===== src/rtl/cache_nwsa.sv =====
// N-way set-associative write-back/write-allocate cache controller with true-LRU
// age counters, burst line fill/write-back and a whole-cache flush scan.
module cache_nwsa #(
  parameter int AWIDTH    = 16,
  parameter int DWIDTH    = 8,
  parameter int WAYS      = 4,
  parameter int SETS      = 8,
  parameter int BLOCKSIZE = 4
) (
  input  logic              clock,
  input  logic              reset_n,
  input  logic [AWIDTH-1:0] addr_cpu,
  input  logic [DWIDTH-1:0] wdata_cpu,
  input  logic              rd_cpu,
  input  logic              wr_cpu,
  input  logic              flush_cpu,
  output logic [DWIDTH-1:0] rdata_cpu,
  output logic              ack_cpu,
  output logic              stall_cpu,
  output logic [AWIDTH-1:0] addr_mem,
  output logic              rd_mem,
  output logic              wr_mem,
  output logic [DWIDTH-1:0] wdata_mem,
  input  logic [DWIDTH-1:0] rdata_mem,
  input  logic              ready_mem,
  input  logic              valid_mem
);
  localparam int OFFW = $clog2(BLOCKSIZE);
  localparam int IDXW = $clog2(SETS);
  localparam int TAGW = AWIDTH - IDXW - OFFW;
  localparam int AGEW = $clog2(WAYS);
  localparam int CNTW = IDXW + AGEW;

  typedef enum logic [2:0] {IDLE, LOOKUP, WRITEBACK, FILL, FLUSH} state_t;
  typedef logic [WAYS-1:0][AGEW-1:0] ages_t;

  state_t state_q, state_d;
  logic [SETS-1:0][WAYS-1:0]                          valid_q, valid_d, dirty_q, dirty_d;
  logic [SETS-1:0][WAYS-1:0][TAGW-1:0]                tag_q, tag_d;
  logic [SETS-1:0][WAYS-1:0][AGEW-1:0]                age_q, age_d;
  logic [SETS-1:0][WAYS-1:0][BLOCKSIZE-1:0][DWIDTH-1:0] data_q, data_d;
  logic [AWIDTH-1:0] addr_q, addr_d, addr_mem_q, addr_mem_d;
  logic [DWIDTH-1:0] wbyte_q, wbyte_d, rdata_q, rdata_d, wdata_mem_q, wdata_mem_d;
  logic              wr_op_q, wr_op_d, flushing_q, flushing_d;
  logic              ack_q, ack_d, stall_q, stall_d, rd_mem_q, rd_mem_d, wr_mem_q, wr_mem_d;
  logic [AGEW-1:0]   vic_q, vic_d;
  logic [IDXW-1:0]   set_q, set_d;
  logic [OFFW-1:0]   k_q, k_d;
  logic [CNTW:0]     fcnt_q, fcnt_d;   // extra MSB marks "all entries scanned"

  logic [TAGW-1:0] tag;
  logic [IDXW-1:0] idx, fset;
  logic [OFFW-1:0] off;
  logic [AGEW-1:0] fway, hit_way, inv_way, old_way, vic_sel;
  logic            hit, inv_found;

  assign tag  = addr_q[AWIDTH-1 -: TAGW];
  assign idx  = addr_q[OFFW +: IDXW];
  assign off  = addr_q[OFFW-1:0];
  assign fset = fcnt_q[CNTW-1 -: IDXW];
  assign fway = fcnt_q[AGEW-1:0];

  function automatic ages_t lru_touch(input ages_t ages, input logic [AGEW-1:0] way);
    lru_touch = ages;
    for (int w = 0; w < WAYS; w++)
      if (ages[w] < ages[way]) lru_touch[w] = ages[w] + 1'b1;
    lru_touch[way] = '0;
  endfunction

  // Descending scan so the lowest-index match wins.
  always_comb begin
    hit = 1'b0; hit_way = '0; inv_found = 1'b0; inv_way = '0; old_way = '0;
    for (int w = WAYS-1; w >= 0; w--) begin
      if (valid_q[idx][w] && tag_q[idx][w] == tag) begin hit = 1'b1; hit_way = AGEW'(w); end
      if (!valid_q[idx][w]) begin inv_found = 1'b1; inv_way = AGEW'(w); end
      if (age_q[idx][w] == AGEW'(WAYS-1)) old_way = AGEW'(w);
    end
    vic_sel = inv_found ? inv_way : old_way;
  end

  always_comb begin
    state_d = state_q; valid_d = valid_q; dirty_d = dirty_q; tag_d = tag_q; age_d = age_q;
    data_d = data_q; addr_d = addr_q; wbyte_d = wbyte_q; wr_op_d = wr_op_q;
    flushing_d = flushing_q; rdata_d = rdata_q; ack_d = 1'b0; stall_d = stall_q;
    addr_mem_d = addr_mem_q; rd_mem_d = rd_mem_q; wr_mem_d = wr_mem_q; wdata_mem_d = wdata_mem_q;
    vic_d = vic_q; set_d = set_q; k_d = k_q; fcnt_d = fcnt_q;
    case (state_q)
      IDLE: if (!ack_q) begin  // requester still holds its level in the ack cycle
        if (flush_cpu) begin
          fcnt_d = '0; flushing_d = 1'b1; stall_d = 1'b1; state_d = FLUSH;
        end else if (rd_cpu || wr_cpu) begin
          addr_d = addr_cpu; wbyte_d = wdata_cpu; wr_op_d = !rd_cpu;
          flushing_d = 1'b0; stall_d = 1'b1; state_d = LOOKUP;
        end
      end
      LOOKUP: if (hit) begin
        age_d[idx] = lru_touch(age_q[idx], hit_way);
        if (wr_op_q) begin
          data_d[idx][hit_way][off] = wbyte_q;
          dirty_d[idx][hit_way] = 1'b1;
        end else rdata_d = data_q[idx][hit_way][off];
        ack_d = 1'b1; stall_d = 1'b0; state_d = IDLE;
      end else begin
        vic_d = vic_sel; set_d = idx; k_d = '0;
        if (valid_q[idx][vic_sel] && dirty_q[idx][vic_sel]) begin
          wr_mem_d = 1'b1; wdata_mem_d = data_q[idx][vic_sel][0];
          addr_mem_d = {tag_q[idx][vic_sel], idx, {OFFW{1'b0}}};
          state_d = WRITEBACK;
        end else begin
          rd_mem_d = 1'b1; addr_mem_d = {tag, idx, {OFFW{1'b0}}}; state_d = FILL;
        end
      end
      WRITEBACK: if (ready_mem) begin
        if (k_q == OFFW'(BLOCKSIZE-1)) begin
          dirty_d[set_q][vic_q] = 1'b0; wr_mem_d = 1'b0; k_d = '0;
          if (flushing_q) state_d = FLUSH;
          else begin
            rd_mem_d = 1'b1; addr_mem_d = {tag, idx, {OFFW{1'b0}}}; state_d = FILL;
          end
        end else begin
          k_d = k_q + 1'b1;
          wdata_mem_d = data_q[set_q][vic_q][k_q + 1'b1];
        end
      end
      FILL: if (valid_mem) begin
        data_d[set_q][vic_q][k_q] = rdata_mem;
        if (k_q == OFFW'(BLOCKSIZE-1)) begin
          rd_mem_d = 1'b0; k_d = '0;
          valid_d[set_q][vic_q] = 1'b1; dirty_d[set_q][vic_q] = 1'b0; tag_d[set_q][vic_q] = tag;
          age_d[set_q] = lru_touch(age_q[set_q], vic_q);
          state_d = LOOKUP;
        end else k_d = k_q + 1'b1;
      end
      FLUSH: if (fcnt_q[CNTW]) begin
        ack_d = 1'b1; stall_d = 1'b0; state_d = IDLE;
      end else begin
        fcnt_d = fcnt_q + 1'b1;
        if (dirty_q[fset][fway]) begin
          set_d = fset; vic_d = fway; k_d = '0;
          wr_mem_d = 1'b1; wdata_mem_d = data_q[fset][fway][0];
          addr_mem_d = {tag_q[fset][fway], fset, {OFFW{1'b0}}};
          state_d = WRITEBACK;
        end else if (fcnt_q[CNTW-1:0] == {CNTW{1'b1}}) begin
          ack_d = 1'b1; stall_d = 1'b0; state_d = IDLE;
        end
      end
      default: state_d = IDLE;
    endcase
  end

  always_ff @(posedge clock or negedge reset_n) begin
    if (!reset_n) begin
      state_q <= IDLE; valid_q <= '0; dirty_q <= '0; tag_q <= '0; data_q <= '0;
      for (int s = 0; s < SETS; s++)
        for (int w = 0; w < WAYS; w++) age_q[s][w] <= AGEW'(w);
      addr_q <= '0; wbyte_q <= '0; wr_op_q <= 1'b0; flushing_q <= 1'b0;
      rdata_q <= '0; ack_q <= 1'b0; stall_q <= 1'b0;
      addr_mem_q <= '0; rd_mem_q <= 1'b0; wr_mem_q <= 1'b0; wdata_mem_q <= '0;
      vic_q <= '0; set_q <= '0; k_q <= '0; fcnt_q <= '0;
    end else begin
      state_q <= state_d; valid_q <= valid_d; dirty_q <= dirty_d; tag_q <= tag_d;
      age_q <= age_d; data_q <= data_d;
      addr_q <= addr_d; wbyte_q <= wbyte_d; wr_op_q <= wr_op_d; flushing_q <= flushing_d;
      rdata_q <= rdata_d; ack_q <= ack_d; stall_q <= stall_d;
      addr_mem_q <= addr_mem_d; rd_mem_q <= rd_mem_d; wr_mem_q <= wr_mem_d; wdata_mem_q <= wdata_mem_d;
      vic_q <= vic_d; set_q <= set_d; k_q <= k_d; fcnt_q <= fcnt_d;
    end
  end

  assign rdata_cpu = rdata_q;
  assign ack_cpu   = ack_q;
  assign stall_cpu = stall_q;
  assign addr_mem  = addr_mem_q;
  assign rd_mem    = rd_mem_q;
  assign wr_mem    = wr_mem_q;
  assign wdata_mem = wdata_mem_q;
endmodule


===== config.mk =====
export PLATFORM = sky130hd
export DESIGN_NAME = cache_nwsa
export DESIGN_NICKNAME = d
export VERILOG_FILES = /design/src/rtl/cache_nwsa.sv
export SDC_FILE = /design/constraint.sdc
export NUM_CORES = 2
export LEC_CHECK = 0
export ABC_AREA = 1
export BUFFER_PORTS_ARGS = -buffer_cell sky130_fd_sc_hd__buf_2
export CAP_MARGIN = 20
export CORE_AREA = 2 2 600 602
export DETAILED_ROUTE_END_ITERATION = 16
export DIE_AREA = 0 0 602 604
export PLACE_DENSITY_LB_ADDON = 0.12
export SYNTH_ARGS = -nofsm -noshare
export SYNTH_HDL_FRONTEND = slang
export SYNTH_SLANG_ARGS = --single-unit

===== constraint.sdc =====
create_clock -name clock -period 6.9 [get_ports clock]
set_input_delay 0.345 -clock clock [delete_from_list [all_inputs] [get_ports clock]]
set_output_delay 0.345 -clock clock [all_outputs]
set_load 0.05 [all_outputs]

# Yosys cells after proc, flatten, opt, wreduce, memory -nomap -nowiden
# Index checks and enable logic that the tools add are counted.
# word_totals
register_bits,1582
memories,0
mem_bits_ro,0
ramBits,0
in_bits,39
latchBits,0
elab_cells,565
# op_classes
n_addsub,10
n_mul,0
n_eq_ne,33
muxes,223
n_reduce_logical,39
bitwise_logic,11
shift,0
n_lt_le_gt_ge,24
div,0
# op_table
cell,count
$mux W1024,3
$bwmux W1024,2
$pmux W1024 S2,1
$bmux W128 S3,3
$demux W128 S3,2
$mux W128,5
$bwmux W352,1
$mux W32,9
$bmux W44 S3,2
$bmux W32 S2,4
$mux W64,3
$demux W44 S3,1
$mux W44,3
$bwmux W64,2
$demux W32 S2,2
$mux W8,16
$pmux W64 S2,1
$mux W16,7
$mux W2,55
$pmux W32 S3,1
$or A32 B32 Y32,2
$bmux W8 S3,2
$demux W8 S3,2
$pmux W16 S3,1
other kinds (57),210

# Longest topological paths before layout
# logic_depth
ltp_word,18
mapped_depth,29
ltp_nobuf,25

# Worst setup path before layout
# Ideal clock, no wire load.
# synth_timing
path_type,reg2reg
from,reg addr_q[2]
to,reg wdata_mem_q[0] (netlist: wdata_mem[0])
stages_incl_launch_ff,29
t_arrival_ps,3871
path_slack_ps,2898
path_buffers,6
setup_ps,132
period_less_slack_ps,4002
cell_sequence,dfrtp_1 > buf_4 > inv_4 > buf_6 > buf_4 > nor2_1 > buf_2 > inv_1 > clkbuf_1 > o22ai_1 > a221oi_1 > nand4_1 > ha_1 > inv_1 > a21oi_1 > o21ai_0 > nand2_1 > nand2_1 > nand2_1 > o21ai_0 > o21bai_1 > nand4_1 > inv_1 > nand2_1 > inv_1 > o21ai_0 > a21oi_1 > clkbuf_1 > o21ai_0
# synth_via
elab_chain_len,13
# synth_lines
element,line,source
from (decl),42,"logic [AWIDTH-1:0] addr_q, addr_d, addr_mem_q, addr_mem_d;"
from (signal assigned),163,addr_q <= addr_d; wbyte_q <= wbyte_d; wr_op_q <= wr_op_d; flushing_q <= flushing_d;
$bmux W8 S3,76,if (age_q[idx][w] == AGEW'(WAYS-1)) old_way = AGEW'(w);
$mux W8 (implied by the code),76,
$eq A2 B2 Y1,76,
$mux W2 (4 in a row),76,
$mux W2,78,vic_sel = inv_found ? inv_way : old_way;
$bmux W32 S2 or $bmux W1 S2 (tied branches),"106, 105",
$mux W8 (implied by the code) or $mux W1 (tied branches),"106, 105",
$mux W8 or $logic_and A1 B1 Y1 (tied branches),105,if (valid_q[idx][vic_sel] && dirty_q[idx][vic_sel]) begin
$mux W8 or $ne A2 B2 Y1 (tied branches),n/a,
$pmux W8 S3 or $reduce_and A7 Y1 (tied branches),n/a,
to (signal assigned),165,addr_mem_q <= addr_mem_d; rd_mem_q <= rd_mem_d; wr_mem_q <= wr_mem_d; wdata_mem_q <= wdata_mem_d;
to (decl),43,"logic [DWIDTH-1:0] wbyte_q, wbyte_d, rdata_q, rdata_d, wdata_mem_q, wdata_mem_d;"
# Several ways; a longest one is shown, not always the timed one. The select of a mux whose other input is x is not followed.
# A chain may end at the register's enable or synchronous reset.

# Final worst setup path
# layout_timing
from,reg addr_q[2]
to,reg age_q[52] (netlist name)
# layout_via
elab_chain_len,18
# layout_lines
element,line,source
$bmux W44 S3,74,if (valid_q[idx][w] && tag_q[idx][w] == tag) begin hit = 1'b1; hit_way = AGEW'(w); end
$mux W44 (implied by the code),74,
$eq A11 B11 Y1,74,
$logic_and A1 B1 Y1,74,
$mux W2 (4 in a row),74,
$bmux W2 S2,66,if (ages[w] < ages[way]) lru_touch[w] = ages[w] + 1'b1;
$mux W2 (implied by the code),66,
$lt A2 B2 Y1,66,
$mux W2,66,
$mux W2,96,LOOKUP: if (hit) begin
$mux W2,87,case (state_q)
$and A8 B8 Y8 (no line),n/a,
$bwmux W64,97,"age_d[idx] = lru_touch(age_q[idx], hit_way);"
$mux W64,96,
$pmux W64 S2,87,
to (signal assigned),162,age_q <= age_d; data_q <= data_d;
to (decl),40,"logic [SETS-1:0][WAYS-1:0][AGEW-1:0] age_q, age_d;"
# Several ways; a longest one is shown, not always the timed one. The select of a mux whose other input is x is not followed.

==> impl_metrics.py <==
metrics = {
    "detailed_routing": {
        "wire_per_inst_microns": 34.85,
        "wirelength_microns": 602600,
        "drt_iter0_markers": 15150,
        "vias_per_cell": 6.139,
        "firstDrtPassIters": 7,
        "drt.antenna.violating_nets": 0,
        "drc": 0,
        "num_vias": 106100,
    },
    "setup_path": {
        "critPathArrivalTime_ns": 7.13,
        "path_class": "flop to flop",
        "r2r_end": "age_q[52]",
        "r2r_slack_ns": 0.50,
        "r2r-start": "addr_q[2]",
        "critPathMaxFanout": 92,
        "cp-start-kind": "flop",
        "rr_worst_depth": 23,
        "worst_setup_path_end_kind": "flop",
        "cp.required_ns": 7.63,
    },
    "sta": {
        "fin_crit_ns": 6.399,
        "skew_ns": 0.1381,
        "rsz0062_at_grt": "no",
        "setup_viol": 0,
        "fmax_mhz": 156.3,
        "finalWorstSetupSlack_ns": 0.5009,
        "fin_crit_sh_pct": 92.74,
        "hold_ws_ns": 0.02461,
        "finalSetupTns_ns": 0,
        "report.final.slew_viol_count": 0,
        "hold_viol_final": 0,
        "maxSlewHeadroom_pct": 15.02,
        "tightest_slew_ns": 1.275,
    },
    "global_routing": {
        "antenna_found_initial": 49,
        "grt_max_degree": 160,
        "grt-ovfl-total": 0,
        "grt_pass1_vias": 100500,
        "grtUsageTotal_pct": 31.96,
        "grt_pass1_wl_microns": 830400,
    },
    "cts": {
        "htree_levels": 4,
        "clk_path_buf_depth": 4,
        "post_cts_buffers": 0,
        "tritoncts": "built",
        "path_clk_slew_ns": 0.06,
        "worstSkewPairLatency_ns": 0.98,
        "cts_hold_buf": 28,
        "numCtsBuffers": 207,
        "clock_sinks": 1580,
        "cts_root_buf": "clkbuf_16",
        "cts_resized": 0,
    },
    "power": {
        "powerDensity_nw_per_um2": 504.3,
        "pwr-share-comb_pct": 55.9,
        "intPower_mw": 24.02,
        "leakagePower_nw": 45.33,
        "swShare_pct": 56.60,
        "power_frac_clock_pct": 20.4,
        "switchingPower_mw": 31.33,
        "p_seq_share_pct": 23.7,
        "ir_worst_vdd_mv": 0.4147,
    },
    "placed_design": {
        "hpwlAfterDp_microns": 389800,
        "gp_congestion": 0.9820,
        "placed_cell_area_sq_um": 102600,
        "preCtsSetupSlack_ns": 0.8152,
        "io_buffers": 72,
    },
    "cells_and_area": {
        "fillerInstances": 38320,
        "syn2layout_area_growth_pct": 14.29,
        "layout-drive-gt1-share_pct": 11.29,
        "stdcell_area_sq_um": 109800,
        "utilization_pct": 30.70,
        "num-nets-final": 12380,
    },
    "logic_synthesis": {
        "synth_top_area_share_pct": 40.34,
        "postSynth.asyncResetShare_pct": 100.0,
        "synth_common_cells": "nand2_1, dfrtp_1, nor2_1",
        "ys_ff_latch": 1580,
        "synth_warnings": 0,
        "synthCells": 12590,
        "post-synth-top-count-cell": "nand2_1",
        "synth_area_leaders": "dfrtp_1, nand2_1, o22ai_1",
        "synth_edf_count": 0,
        "netlist_area_sq_um": 96040,
        "ys.flop_type": "dfrtp_1",
        "synth_cell_types": 61,
        "syn_area_per_cell_sq_um": 7.627,
        "yosysTopAreaCell": "dfrtp_1",
        "yosysSeqAreaShare_pct": 41.21,
    },
    "die": {
        "die_area_sq_um": 363600,
        "die_height_microns": 604,
        "rows": 220,
        "start_util_pct": 26.86,
        "die_x_microns": 602,
        "ioPinCount": 75,
        "core_sq_um": 357600,
    },
    "worst_hold_path": {
        "hold_path.class": "primary input to asynchronous set/reset pin",
    },
    "run_status": {
        "outcome": "completed",
    },
    "job": {
        "drv_cap": 0,
    },
}
==> state kept, by name, summed over array words and instances, names as in the netlist, 3 cells and up <==
name / flops
valid_q: 32
set_q: 3
dirty_q: 32
rdata_cpu: 8
addr_q: 16
wdata_mem: 8
wbyte_q: 8
data_q: 1024
tag_q: 352
age_q: 64
fcnt_q: 6
state_q: 3
addr_mem: 14
==> kinds of logic after synthesis <==
family          Yosys count  synth area share, %
other cells               1             0.003905
xor+xnor                  2              0.01824
compound gates         4359                28.30
buf+inv                1971                7.943
simple gates           4275                17.77
mux                     390                4.573
fa+ha+maj                14               0.1824
flops                  1580                41.21
==> critical path, stage by stage (launching register included) <==
cell and delay, ns:
dfrtp_4 0.52, inv_6 0.63, buf_4 0.35, nand2_1 0.08, nand2_1 0.06, nand2_1 0.05
nand2_1 0.08, nand2_1 0.07, nand2_1 0.18, nand2_1 0.10, nand2_1 0.08, nor2_1 0.04
nand2_1 0.06, nor2_1 0.05, nand2_1 0.37, nand2_1 0.28, nor2_1 0.70, nor2_1 0.41
nor2_1 0.66, inv_1 0.09, nand2_1 0.45, inv_1 0.47, nor2_1 0.20, a21oi_1 0.06
==> worst max-delay path by stage <==
stage / cells past startpoint / slack [ns] / to / from
global placement: 20 / 0.33 / data_q[602] / addr_q[2]
global route: 21 / 0.37 / addr_mem[10] / addr_q[3]
detailed placement: 19 / 0.82 / rdata_cpu[4] / addr_q[4]
finish: 23 / 0.50 / age_q[52] / addr_q[2]
CTS: 19 / 0.75 / age_q[15] / addr_q[4]
floorplan: 28 / 2.90 / wdata_mem[0] / addr_q[2]
==> per-layer routing <==
metal	vias to the layer above	global-route usage, %	part of all wire [%]
met2	7314	46.74	42
met5	-	0	0.027
met1	53060	41.82	40
met3	1832	8.999	11
met4	26	18.82	6.8
li1	43920	-	-
==> placed cells by master, fill, tap and decap left out, drive strengths merged, types with 25 or more instances in the layout <==
master,n
nand2,2561
dfrtp,1548
o21ai,1207
nor2,1189
a21oi,1113
o22ai,1053
inv,970
buf,471
a221oi,423
mux2,390
nand3,329
clkbuf,308
a22oi,193
nand4,142
clkinv,80
o2111ai,78
o221ai,74
o211ai,52
a211oi,49
o41ai,32
dfstp,32
dlygate4sd3,28
nor3,25
==> power groups by stage <==
stage | Combinational [mW] | Sequential, mW | Clock (mW)
floorplan | 14.7 | 12.3 | 0
global placement | 29.4 | 13.2 | 0
detailed placement | 29.3 | 13.2 | 0
CTS | 29.4 | 13.1 | 11.4
global route | 31.5 | 13.2 | 11.8
finish | 30.9 | 13.1 | 11.3
==> stage by stage <==
stage                     cells  total power, mW
after detailed placement  16860            42.53
after CTS                 17260            53.87
after floorplan           12590            27.03
after global placement    16850            42.57
after global routing      17270            56.48
final                     17290            55.35
==> area by class of cell <==
type	instances	area [sq um]	share of cell area (%)
Antenna cell	22	55.05	0.05016
Tap cell	4773	5972	5.441
Multi-Input combinational cell	9042	49150	44.78
Inverter	1000	3851	3.509
Sequential cell	1580	39600	36.08
Clock buffer	307	6028	5.492
Timing Repair Buffer	500	4375	3.986
Clock inverter	65	721.9	0.6578
No activity file was read; power rests on OpenSTA's default activity.
